**src/rtl/bus_arb_pkg.sv**
```systemverilog
// Shared types and constants for the core bus arbiter.
// Bus widths are fixed here so the payload struct and the interface agree.
package bus_arb_pkg;

    localparam int unsigned AddrW = 32;
    localparam int unsigned DataW = 32;
    localparam int unsigned StrbW = 4;

    // Value driven on req_fetch for each channel.
    localparam logic ChFetch = 1'b1;
    localparam logic ChMem   = 1'b0;

    typedef enum logic [1:0] {
        StIdle,
        StBusyFetch,
        StBusyMem
    } state_e;

    typedef struct packed {
        logic             mode;
        logic [AddrW-1:0] addr;
        logic [DataW-1:0] wdata;
        logic [StrbW-1:0] wstrb;
    } req_t;

endpackage

```
**src/rtl/core_bus_arbiter_if.sv**
```systemverilog
// Core-side request/response channels plus the MMU request port of the arbiter.
// The master modport is the arbiter's view; slave is the core/MMU environment.
interface core_bus_arbiter_if
    import bus_arb_pkg::*;
#(
    parameter int unsigned ADDR_W = AddrW,
    parameter int unsigned DATA_W = DataW
);
    logic              fetch_request_enable;
    logic              freq_mode;
    logic [ADDR_W-1:0] freq_addr;
    logic [DATA_W-1:0] freq_wdata;
    logic [StrbW-1:0]  freq_wstrb;
    logic              fetch_response_enable;
    logic [DATA_W-1:0] fresp_data;

    logic              mem_request_enable;
    logic              mreq_mode;
    logic [ADDR_W-1:0] mreq_addr;
    logic [DATA_W-1:0] mreq_wdata;
    logic [StrbW-1:0]  mreq_wstrb;
    logic              mem_response_enable;
    logic [DATA_W-1:0] mresp_data;

    logic              request_enable;
    logic              req_mode;
    logic [ADDR_W-1:0] req_addr;
    logic [DATA_W-1:0] req_wdata;
    logic [StrbW-1:0]  req_wstrb;
    logic              req_fetch;
    logic              response_enable;
    logic [DATA_W-1:0] resp_data;
    logic              protocol_error;

    modport master (
        input  fetch_request_enable, freq_mode, freq_addr, freq_wdata, freq_wstrb,
        input  mem_request_enable, mreq_mode, mreq_addr, mreq_wdata, mreq_wstrb,
        input  response_enable, resp_data,
        output fetch_response_enable, fresp_data, mem_response_enable, mresp_data,
        output request_enable, req_mode, req_addr, req_wdata, req_wstrb, req_fetch,
        output protocol_error
    );

    modport slave (
        output fetch_request_enable, freq_mode, freq_addr, freq_wdata, freq_wstrb,
        output mem_request_enable, mreq_mode, mreq_addr, mreq_wdata, mreq_wstrb,
        output response_enable, resp_data,
        input  fetch_response_enable, fresp_data, mem_response_enable, mresp_data,
        input  request_enable, req_mode, req_addr, req_wdata, req_wstrb, req_fetch,
        input  protocol_error
    );

endinterface

```
**src/rtl/arb_req_slot.sv**
```systemverilog
// One-entry request buffer. avail_o/data_o bypass an incoming load so the FSM
// can issue a request in the same cycle it arrives.
module arb_req_slot
    import bus_arb_pkg::*;
(
    input  logic clk,
    input  logic rst,
    input  logic load_i,
    input  logic busy_i,
    input  logic clear_i,
    input  req_t data_i,
    output logic avail_o,
    output req_t data_o,
    output logic overflow_o
);

    logic valid_q, valid_d;
    req_t data_q, data_d;
    logic load_ok;

    always_comb begin
        overflow_o = load_i & (valid_q | busy_i);
        load_ok    = load_i & ~valid_q & ~busy_i;
        avail_o    = valid_q | load_ok;
        data_o     = valid_q ? data_q : data_i;
        valid_d    = avail_o & ~clear_i;
        data_d     = load_ok ? data_i : data_q;
    end

    always_ff @(posedge clk or posedge rst) begin
        if (rst) begin
            valid_q <= 1'b0;
            data_q  <= '0;
        end else begin
            valid_q <= valid_d;
            data_q  <= data_d;
        end
    end

endmodule

```
**src/rtl/core_bus_arbiter.sv**
```systemverilog
// Serialises fetch and data requests onto the MMU port with data-over-fetch
// priority and routes each MMU response back to the channel that owns it.
module core_bus_arbiter
    import bus_arb_pkg::*;
(
    input logic                clk,
    input logic                rst,
    core_bus_arbiter_if.master bus
);

    state_e           state_q, state_d;
    req_t             req_q, req_d;
    logic             req_fetch_q, req_fetch_d;
    logic             request_enable_q, request_enable_d;
    logic             fresp_en_q, fresp_en_d;
    logic             mresp_en_q, mresp_en_d;
    logic [DataW-1:0] fresp_data_q, fresp_data_d;
    logic [DataW-1:0] mresp_data_q, mresp_data_d;
    logic             perr_q, perr_d;

    req_t f_in, m_in, f_data, m_data;
    logic f_avail, m_avail, f_ovf, m_ovf, f_clear, m_clear, issue;

    assign f_in = '{mode: bus.freq_mode, addr: bus.freq_addr, wdata: bus.freq_wdata,
                    wstrb: bus.freq_wstrb};
    assign m_in = '{mode: bus.mreq_mode, addr: bus.mreq_addr, wdata: bus.mreq_wdata,
                    wstrb: bus.mreq_wstrb};

    arb_req_slot u_fetch_slot (
        .clk        (clk),
        .rst        (rst),
        .load_i     (bus.fetch_request_enable),
        .busy_i     (state_q == StBusyFetch),
        .clear_i    (f_clear),
        .data_i     (f_in),
        .avail_o    (f_avail),
        .data_o     (f_data),
        .overflow_o (f_ovf)
    );

    arb_req_slot u_mem_slot (
        .clk        (clk),
        .rst        (rst),
        .load_i     (bus.mem_request_enable),
        .busy_i     (state_q == StBusyMem),
        .clear_i    (m_clear),
        .data_i     (m_in),
        .avail_o    (m_avail),
        .data_o     (m_data),
        .overflow_o (m_ovf)
    );

    always_comb begin
        state_d          = state_q;
        req_d            = req_q;
        req_fetch_d      = req_fetch_q;
        request_enable_d = 1'b0;
        fresp_en_d       = 1'b0;
        mresp_en_d       = 1'b0;
        fresp_data_d     = fresp_data_q;
        mresp_data_d     = mresp_data_q;
        perr_d           = perr_q | f_ovf | m_ovf;
        f_clear          = 1'b0;
        m_clear          = 1'b0;
        issue            = 1'b0;

        unique case (state_q)
            StIdle: begin
                issue = 1'b1;
                if (bus.response_enable) perr_d = 1'b1;
            end
            StBusyFetch: begin
                if (bus.response_enable) begin
                    fresp_en_d   = 1'b1;
                    fresp_data_d = bus.resp_data;
                    issue        = 1'b1;
                end
            end
            StBusyMem: begin
                if (bus.response_enable) begin
                    mresp_en_d   = 1'b1;
                    mresp_data_d = bus.resp_data;
                    issue        = 1'b1;
                end
            end
            default: state_d = StIdle;
        endcase

        // Pick the next slot without an idle cycle; mem wins over fetch.
        if (issue) begin
            state_d = StIdle;
            if (m_avail) begin
                state_d          = StBusyMem;
                req_d            = m_data;
                req_fetch_d      = ChMem;
                request_enable_d = 1'b1;
                m_clear          = 1'b1;
            end else if (f_avail) begin
                state_d          = StBusyFetch;
                req_d            = f_data;
                req_fetch_d      = ChFetch;
                request_enable_d = 1'b1;
                f_clear          = 1'b1;
            end
        end
    end

    always_ff @(posedge clk or posedge rst) begin
        if (rst) begin
            state_q          <= StIdle;
            req_q            <= '0;
            req_fetch_q      <= 1'b0;
            request_enable_q <= 1'b0;
            fresp_en_q       <= 1'b0;
            mresp_en_q       <= 1'b0;
            fresp_data_q     <= '0;
            mresp_data_q     <= '0;
            perr_q           <= 1'b0;
        end else begin
            state_q          <= state_d;
            req_q            <= req_d;
            req_fetch_q      <= req_fetch_d;
            request_enable_q <= request_enable_d;
            fresp_en_q       <= fresp_en_d;
            mresp_en_q       <= mresp_en_d;
            fresp_data_q     <= fresp_data_d;
            mresp_data_q     <= mresp_data_d;
            perr_q           <= perr_d;
        end
    end

    assign bus.request_enable        = request_enable_q;
    assign bus.req_mode              = req_q.mode;
    assign bus.req_addr              = req_q.addr;
    assign bus.req_wdata             = req_q.wdata;
    assign bus.req_wstrb             = req_q.wstrb;
    assign bus.req_fetch             = req_fetch_q;
    assign bus.fetch_response_enable = fresp_en_q;
    assign bus.fresp_data            = fresp_data_q;
    assign bus.mem_response_enable   = mresp_en_q;
    assign bus.mresp_data            = mresp_data_q;
    assign bus.protocol_error        = perr_q;

endmodule

```
**src/flat_wrapper.sv**
```systemverilog
// flat-port wrapper written by rule: the top's interface ports become plain ports
module core_bus_arbiter_flat import bus_arb_pkg::*;
  (clk, rst, bus_fetch_request_enable, bus_freq_mode, bus_freq_addr, bus_freq_wdata, bus_freq_wstrb, bus_mem_request_enable, bus_mreq_mode, bus_mreq_addr, bus_mreq_wdata, bus_mreq_wstrb, bus_response_enable, bus_resp_data, bus_fetch_response_enable, bus_fresp_data, bus_mem_response_enable, bus_mresp_data, bus_request_enable, bus_req_mode, bus_req_addr, bus_req_wdata, bus_req_wstrb, bus_req_fetch, bus_protocol_error);
  core_bus_arbiter_if bus_i ();
  input logic clk;
  input logic rst;
  input wire logic [$bits(bus_i.fetch_request_enable)-1:0] bus_fetch_request_enable;
  input wire logic [$bits(bus_i.freq_mode)-1:0] bus_freq_mode;
  input wire logic [$bits(bus_i.freq_addr)-1:0] bus_freq_addr;
  input wire logic [$bits(bus_i.freq_wdata)-1:0] bus_freq_wdata;
  input wire logic [$bits(bus_i.freq_wstrb)-1:0] bus_freq_wstrb;
  input wire logic [$bits(bus_i.mem_request_enable)-1:0] bus_mem_request_enable;
  input wire logic [$bits(bus_i.mreq_mode)-1:0] bus_mreq_mode;
  input wire logic [$bits(bus_i.mreq_addr)-1:0] bus_mreq_addr;
  input wire logic [$bits(bus_i.mreq_wdata)-1:0] bus_mreq_wdata;
  input wire logic [$bits(bus_i.mreq_wstrb)-1:0] bus_mreq_wstrb;
  input wire logic [$bits(bus_i.response_enable)-1:0] bus_response_enable;
  input wire logic [$bits(bus_i.resp_data)-1:0] bus_resp_data;
  output wire logic [$bits(bus_i.fetch_response_enable)-1:0] bus_fetch_response_enable;
  output wire logic [$bits(bus_i.fresp_data)-1:0] bus_fresp_data;
  output wire logic [$bits(bus_i.mem_response_enable)-1:0] bus_mem_response_enable;
  output wire logic [$bits(bus_i.mresp_data)-1:0] bus_mresp_data;
  output wire logic [$bits(bus_i.request_enable)-1:0] bus_request_enable;
  output wire logic [$bits(bus_i.req_mode)-1:0] bus_req_mode;
  output wire logic [$bits(bus_i.req_addr)-1:0] bus_req_addr;
  output wire logic [$bits(bus_i.req_wdata)-1:0] bus_req_wdata;
  output wire logic [$bits(bus_i.req_wstrb)-1:0] bus_req_wstrb;
  output wire logic [$bits(bus_i.req_fetch)-1:0] bus_req_fetch;
  output wire logic [$bits(bus_i.protocol_error)-1:0] bus_protocol_error;
  assign bus_i.fetch_request_enable = bus_fetch_request_enable;
  assign bus_i.freq_mode = bus_freq_mode;
  assign bus_i.freq_addr = bus_freq_addr;
  assign bus_i.freq_wdata = bus_freq_wdata;
  assign bus_i.freq_wstrb = bus_freq_wstrb;
  assign bus_i.mem_request_enable = bus_mem_request_enable;
  assign bus_i.mreq_mode = bus_mreq_mode;
  assign bus_i.mreq_addr = bus_mreq_addr;
  assign bus_i.mreq_wdata = bus_mreq_wdata;
  assign bus_i.mreq_wstrb = bus_mreq_wstrb;
  assign bus_i.response_enable = bus_response_enable;
  assign bus_i.resp_data = bus_resp_data;
  assign bus_fetch_response_enable = bus_i.fetch_response_enable;
  assign bus_fresp_data = bus_i.fresp_data;
  assign bus_mem_response_enable = bus_i.mem_response_enable;
  assign bus_mresp_data = bus_i.mresp_data;
  assign bus_request_enable = bus_i.request_enable;
  assign bus_req_mode = bus_i.req_mode;
  assign bus_req_addr = bus_i.req_addr;
  assign bus_req_wdata = bus_i.req_wdata;
  assign bus_req_wstrb = bus_i.req_wstrb;
  assign bus_req_fetch = bus_i.req_fetch;
  assign bus_protocol_error = bus_i.protocol_error;
  core_bus_arbiter u_core (.clk(clk), .rst(rst), .bus(bus_i));
endmodule
```
**config.mk**
```make
export PLATFORM = sky130hd
export DESIGN_NAME = core_bus_arbiter_flat
export DESIGN_NICKNAME = d
export VERILOG_FILES = /design/src/rtl/bus_arb_pkg.sv /design/src/rtl/core_bus_arbiter_if.sv /design/src/rtl/arb_req_slot.sv /design/src/rtl/core_bus_arbiter.sv /design/src/flat_wrapper.sv
export SDC_FILE = /design/constraint.sdc
export NUM_CORES = 1
export LEC_CHECK = 0
export BUFFER_PORTS_ARGS = -buffer_cell sky130_fd_sc_hd__buf_2
export CORE_MARGIN = 1.5
export CORE_UTILIZATION = 54
export DETAILED_ROUTE_END_ITERATION = 7
export HOLD_SLACK_MARGIN = 0.08
export PLACE_DENSITY_LB_ADDON = 0.15
export SYNTH_ARGS = -nofsm -noshare
export SYNTH_HDL_FRONTEND = slang
export SYNTH_SLANG_ARGS = --single-unit
```
**constraint.sdc**
```tcl
create_clock -name clk -period 9.95 [get_ports clk]
set_clock_uncertainty 0.05 [all_clocks]
set_input_delay 0.4975 -clock clk [delete_from_list [all_inputs] [get_ports clk]]
set_output_delay 0.4975 -clock clk [all_outputs]
set_load 0.005 [all_outputs]
```
## Word-level counts from Yosys, hierarchy flattened

Index checks and enable logic that the tools add are counted.
W data, S select, Z words.

- Output and inout bits: 138
- Register bits after elaboration: 280
- Input port bits: 175

- Reductions and logical operators: 7
- Eq/ne operators: 3
- Bitwise logic cells: 20
- Mux-type cells: 23

Operator list:

| cell | count |
|---|---|
| $mux W69 | 4 |
| $mux W1 | 15 |
| $and A1 B1 Y1 | 8 |
| $mux W2 | 3 |
| $not A1 Y1 | 6 |
| $or A1 B1 Y1 | 6 |
| $reduce_and A2 Y1 | 3 |
| $reduce_or A3 Y1 | 1 |
| $eq A2 B1 Y1 const B | 1 |
| $eq A2 B2 Y1 const B | 1 |
| $logic_not A2 Y1 | 1 |
| $ne A2 B1 Y1 const B | 1 |
| $pmux W1 S2 | 1 |
| $reduce_bool A2 Y1 | 1 |
| $reduce_or A2 Y1 | 1 |

## Depth between registers and ports, before layout

- Depth after elaboration: 9
- Mapped depth: 8
- Gate-level depth less buffers: 6

## Hierarchy

A second synthesis with hierarchy kept.

- Cells, all modules: 847
- Area total of the unflattened synthesis: 12,972.4 um^2

By module, submodules not included:

| module | times used | cells each | area each (um^2) |
|---|---|---|---|
| arb_req_slot | 2 | 230 | 3,437.0 |
| core_bus_arbiter | 1 | 387 | 6,098.3 |

## Worst setup path before layout

No wires, ideal clock.

- Path kind: reg2reg
- Start: register u_core.state_q[0]
- End: register u_core.u_mem_slot.data_q[11] in the netlist's numbering
- Slack: 8,101 ps
- Setup time: 125 ps
- Cell stages (with the launch flop): 7
- Buffers on the path: 2
- Clock period less this slack: 1,849 ps
- Arrival: 1,674 ps
- Cell sequence: dfrtp_1 inv_1 ha_1 nor3b_2 buf_2 buf_6 mux2_2

- Longest elaborated chain between the ends: 3

Ends and longest elaborated chain:

| element | RTL line | RTL |
|---|---|---|
| start: declaration | core_bus_arbiter.sv:11 | `state_e state_q, state_d;` |
| start signal: assignment | core_bus_arbiter.sv:110 | `state_q <= StIdle;` |
| start signal: assignment | core_bus_arbiter.sv:120 | `state_q <= state_d;` |
| $eq A2 B2 Y1 | core_bus_arbiter.sv:45 | `.busy_i (state_q == StBusyMem),` |
| $not A1 Y1 | arb_req_slot.sv:23 | `load_ok = load_i & ~valid_q & ~busy_i;` |
| $and A1 B1 Y1 | arb_req_slot.sv:23 |  |
| end signal: assignment | arb_req_slot.sv:36 | `data_q <= data_d;` |
| end: declaration | arb_req_slot.sv:18 | `req_t data_q, data_d;` |

Every way passes these cells.
A chain may end at the register's enable or synchronous reset.

## Worst setup path after layout

- Start: register u_core.u_mem_slot.valid_q
- End: register u_core.req_q, in the netlist u_core.bus.req_wdata[26]

- Longest elaborated chain between the ends: 6

Ends and longest elaborated chain:

| element | RTL line | RTL |
|---|---|---|
| start: declaration | arb_req_slot.sv:17 | `logic valid_q, valid_d;` |
| start signal: assignment | arb_req_slot.sv:35 | `valid_q <= valid_d;` |
| $not A1 Y1 | arb_req_slot.sv:23 |  |
| $and A1 B1 Y1 (2 in a row) | arb_req_slot.sv:23 |  |
| $or A1 B1 Y1 | arb_req_slot.sv:24 | `avail_o = valid_q \| load_ok;` |
| $reduce_bool A2 Y1 (no line) | n/a |  |
| $reduce_and A2 Y1 (no line) | n/a |  |
| end signal: assignment | core_bus_arbiter.sv:121 | `req_q <= req_d;` |
| end: declaration | core_bus_arbiter.sv:12 | `req_t req_q, req_d;` |

Parallel ways exist; a longest one is shown, timed or not.

==> metrics.txt <==
# TYPE chip_impl_metric gauge
chip_impl_metric{name="depth_of_the_cts_h_tree",unit=""} 1
chip_impl_metric{name="wl_on_met1",unit="um"} 13300
chip_impl_metric{name="synth_simple_gate_area_share",unit="%"} 2.54
chip_impl_metric{name="powerDensity",unit="nW/um^2"} 355
chip_impl_metric{name="slew-limit-headroom",unit="%"} 19.4
chip_impl_info{name="grt_setup_unrepaired",value="false"} 1
chip_impl_metric{name="cts.clk_slew.worst_paths",unit="ps"} 60
chip_impl_metric{name="vias",unit=""} 8833
chip_impl_metric{name="grt_overflow_total",unit=""} 0
chip_impl_metric{name="clkLatencyLatePin",unit="ps"} 540
chip_impl_metric{name="first_global_vias",unit=""} 9065
chip_impl_metric{name="viasPerCell",unit=""} 5.75
chip_impl_metric{name="final_critical_path_setup_slack",unit="ps"} 6650
chip_impl_metric{name="yosys.area.top_type_share",unit="%"} 56.0
chip_impl_info{name="synth.largest_area_cell",value="sky130_fd_sc_hd__dfrtp_1"} 1
chip_impl_metric{name="ir_drop",unit="mV"} 0.234
chip_impl_metric{name="cts_sinks",unit=""} 280
chip_impl_info{name="highest_routing_layer_actually_used",value="met5"} 1
chip_impl_metric{name="actual_transition_at_the_worst_max_transition_pin",unit="ps"} 1200
chip_impl_metric{name="die_y",unit="um"} 155
chip_impl_info{name="hold_class",value="in -> async"} 1
chip_impl_metric{name="cp_max_fo",unit=""} 40
chip_impl_metric{name="slew_violations",unit=""} 0
chip_impl_metric{name="wl_met2",unit="um"} 14700
chip_impl_info{name="timing.critical_path.to_type",value="flop"} 1
chip_impl_metric{name="final_routed_drc_violation_total",unit=""} 0
chip_impl_info{name="outcome",value="complete, no violations"} 1
chip_impl_metric{name="post_route_cells_drive_above_1_share",unit="%"} 46.6
chip_impl_metric{name="hold_buffers",unit=""} 0
chip_impl_metric{name="timing.final.crit_share",unit="%"} 33.1
chip_impl_metric{name="dp_hpwl",unit="um"} 20700
chip_impl_info{name="yosys-top-cells-area",value="sky130_fd_sc_hd__dfrtp_1 56%, sky130_fd_sc_hd__mux2_2 18%, sky130_fd_sc_hd__mux2i_1 11%"} 1
chip_impl_info{name="layout_commonest_cell",value="sky130_fd_sc_hd__buf_2"} 1
chip_impl_metric{name="power_leakage",unit="nW"} 7.15
chip_impl_metric{name="fin_hold_ws",unit="ps"} 121
chip_impl_metric{name="finalWeightedCongestion",unit=""} 0.760
chip_impl_metric{name="placement.cell_area",unit="sq um"} 14300
chip_impl_metric{name="rows",unit=""} 55
chip_impl_metric{name="detailed_routing_iterations_pass_1",unit=""} 5
chip_impl_metric{name="port-buffer-count",unit=""} 312
chip_impl_metric{name="fp.dieArea",unit="sq um"} 24100
chip_impl_metric{name="synth-async-reset-ratio",unit="%"} 100
chip_impl_metric{name="grt_pass1_wl",unit="um"} 48800
chip_impl_metric{name="grt_antenna_before_repair",unit=""} 13
chip_impl_metric{name="clock.fmax",unit="MHz"} 303
chip_impl_info{name="most-common-layout-cells",value="312 x sky130_fd_sc_hd__buf_2, 278 x sky130_fd_sc_hd__dfrtp_1, 195 x sky130_fd_sc_hd__mux2_2"} 1
chip_impl_metric{name="cts_inserted_buffers",unit=""} 30
chip_impl_metric{name="synth.area.mux_share",unit="%"} 29.2
chip_impl_metric{name="synthCells",unit=""} 936
chip_impl_metric{name="post_synth.cell_area_avg",unit="sq um"} 13.4
chip_impl_metric{name="clock_tree.buffer_depth",unit=""} 3
chip_impl_metric{name="tns",unit="ps"} 0
chip_impl_metric{name="synthesis.yosys.warnings",unit=""} 0
chip_impl_metric{name="chipWidth",unit="um"} 155
chip_impl_metric{name="synthDistinctLibCells",unit=""} 25
chip_impl_info{name="ctsRootBufferMaster",value="sky130_fd_sc_hd__clkbuf_16"} 1
chip_impl_info{name="synth_flop_cell",value="sky130_fd_sc_hd__dfrtp_1"} 1
chip_impl_metric{name="globalRouteTotalUtil",unit="%"} 25.5
chip_impl_metric{name="final_design_area_no_fill",unit="sq um"} 15300
chip_impl_info{name="crit_path_start_kind",value="flop"} 1
chip_impl_metric{name="postCtsSetupBuffers",unit=""} 0
chip_impl_metric{name="synth_adder_area_share",unit="%"} 0.400
chip_impl_metric{name="synth_compound_gate_area_share",unit="%"} 8.98
chip_impl_metric{name="cp_data_required_time",unit="ps"} 10370
chip_impl_info{name="worst-setup-path-type",value="reg -> reg"} 1
chip_impl_metric{name="drv.max_cap_violation_count",unit=""} 0
chip_impl_metric{name="total_wirelength",unit="um"} 30800
chip_impl_metric{name="hold_viol_final",unit=""} 0
chip_impl_metric{name="routed-wl-met3",unit="um"} 2170
chip_impl_metric{name="cts_resized",unit=""} 0
chip_impl_metric{name="layout_min_cycle_time",unit="ps"} 3300
chip_impl_metric{name="initial_utilization",unit="%"} 55.1
chip_impl_metric{name="drt_first_iter_violations",unit=""} 510
chip_impl_metric{name="synth.net_count",unit=""} 1115
chip_impl_metric{name="route.antenna.remaining_nets",unit=""} 0
chip_impl_metric{name="endpoint_arrival_time_on_the_critical_path",unit="ps"} 3720
chip_impl_metric{name="setup_viol",unit=""} 0
chip_impl_metric{name="layout.nets",unit=""} 1401
chip_impl_metric{name="maximum_number_of_pins_on_one_net_before_global_route_repair",unit=""} 136
chip_impl_metric{name="area_share_of_xor_xnor_cells_in_the_synthesized_design",unit="%"} 0
chip_impl_metric{name="synth_enable_flop_cells",unit=""} 0
chip_impl_metric{name="pre_cts_ws",unit="ps"} 6650
chip_impl_info{name="tritoncts",value="done"} 1
chip_impl_metric{name="coreArea",unit="sq um"} 22700
chip_impl_info{name="synth_top_family_by_area",value="multiplexers"} 1
chip_impl_metric{name="layout_area_growth_over_synthesis",unit="%"} 22.1
chip_impl_metric{name="routed_wire_length_per_instance",unit="um"} 20.1
chip_impl_metric{name="synth_area",unit="sq um"} 12500
chip_impl_metric{name="synth_seq_cells",unit=""} 280
chip_impl_metric{name="pin_count",unit=""} 313
chip_impl_metric{name="synth-seq-area-share",unit="%"} 56.0
through the flow:
stage	util [%]	power, mW	instances
global placement	62.9	4.25	1475
CTS	67.2	5.47	1528
finish	67.3	5.43	1536
detailed placement	62.9	4.35	1475
global route	67.3	5.77	1533
floorplan	-	3.60	936
power by group:
part	leakage [nW]	switching, mW	internal, mW	total [mW]
Combinational	3.35	1.08	1.15	2.23
Clock	0.489	0.439	0.667	1.11
Sequential	3.32	0.348	1.74	2.09
kinds of logic (layout without fill, tap and decap cells):
group | count (synthesis) | in the layout
fa+ha+maj | 4 | 4
compound gates | 152 | 152
mux | 340 | 340
other cells | 0 | 8
flops | 280 | 280
simple gates | 79 | 79
buf+inv | 81 | 388
path summary, 6_finish.rpt:
path / end / slack [ps] / start / cells past startpoint
hold / removal: u_core.bus.mresp_data[25] / 120 / rst / 2
max in group asynchronous: u_core.u_fetch_slot.valid_q / 8100 / rst / 3
hold reg to reg: u_core.bus.req_addr[30] / 430 / u_core.bus.req_addr[30] / 1
setup / recovery: u_core.bus.req_wdata[26] / 6650 / u_core.u_mem_slot.valid_q / 5
setup reg to reg: u_core.bus.req_wdata[26] / 6650 / u_core.u_mem_slot.valid_q / 5
min in group clk: u_core.u_mem_slot.data_q[8] / 140 / bus_mreq_wdata[4] / 2
state kept, by name, indices dropped and copies added, names as in the netlist, 2 cells and up:
name                        flops
u_core.u_fetch_slot.data_q     69
u_core.u_mem_slot.data_q       69
u_core.bus.fresp_data          32
u_core.bus.mresp_data          32
u_core.bus.req_addr            32
u_core.bus.req_wdata           32
u_core.bus.req_wstrb            4
u_core.state_q                  2
critical path, cell delays in order (launching register included):
cell and delay (ps):
sky130_fd_sc_hd__dfrtp_4 700, sky130_fd_sc_hd__buf_4 450, sky130_fd_sc_hd__a21o_2 320, sky130_fd_sc_hd__o21ai_4 930
sky130_fd_sc_hd__buf_4 530, sky130_fd_sc_hd__a32o_1 190
synthesized netlist by cell type, types with 2 or more instances:
library cell,n
sky130_fd_sc_hd__a21o_1,2
sky130_fd_sc_hd__a21oi_1,6
sky130_fd_sc_hd__a21oi_2,2
sky130_fd_sc_hd__a32o_1,69
sky130_fd_sc_hd__buf_1,10
sky130_fd_sc_hd__buf_2,37
sky130_fd_sc_hd__buf_4,2
sky130_fd_sc_hd__clkbuf_1,23
sky130_fd_sc_hd__dfrtp_1,280
sky130_fd_sc_hd__ha_1,4
sky130_fd_sc_hd__inv_1,6
sky130_fd_sc_hd__inv_2,2
sky130_fd_sc_hd__mux2_1,7
sky130_fd_sc_hd__mux2_2,195
sky130_fd_sc_hd__mux2i_1,138
sky130_fd_sc_hd__nand2_1,72
sky130_fd_sc_hd__nor2_1,3
sky130_fd_sc_hd__nor3b_2,2
sky130_fd_sc_hd__o21ai_0,59
sky130_fd_sc_hd__o21ai_1,12
cell type report:
type / instances / area [sq um]
inverters: 8 / 37.5
well taps: 285 / 357
repair buffers: 327 / 1670
clock buffers: 49 / 943
diodes: 8 / 20.0
flip-flops and latches: 280 / 7010
fillers: 1745 / 7420
clock inverters: 4 / 48.8
multi-input cells: 575 / 5190
metal layers:
metal	track usage, %	vias up
met5	0	-
met4	7.03	10
met3	6.43	55
met2	41.8	300
met1	34.1	4459
li1	-	4009
Power figures use the tool's default switching activity.
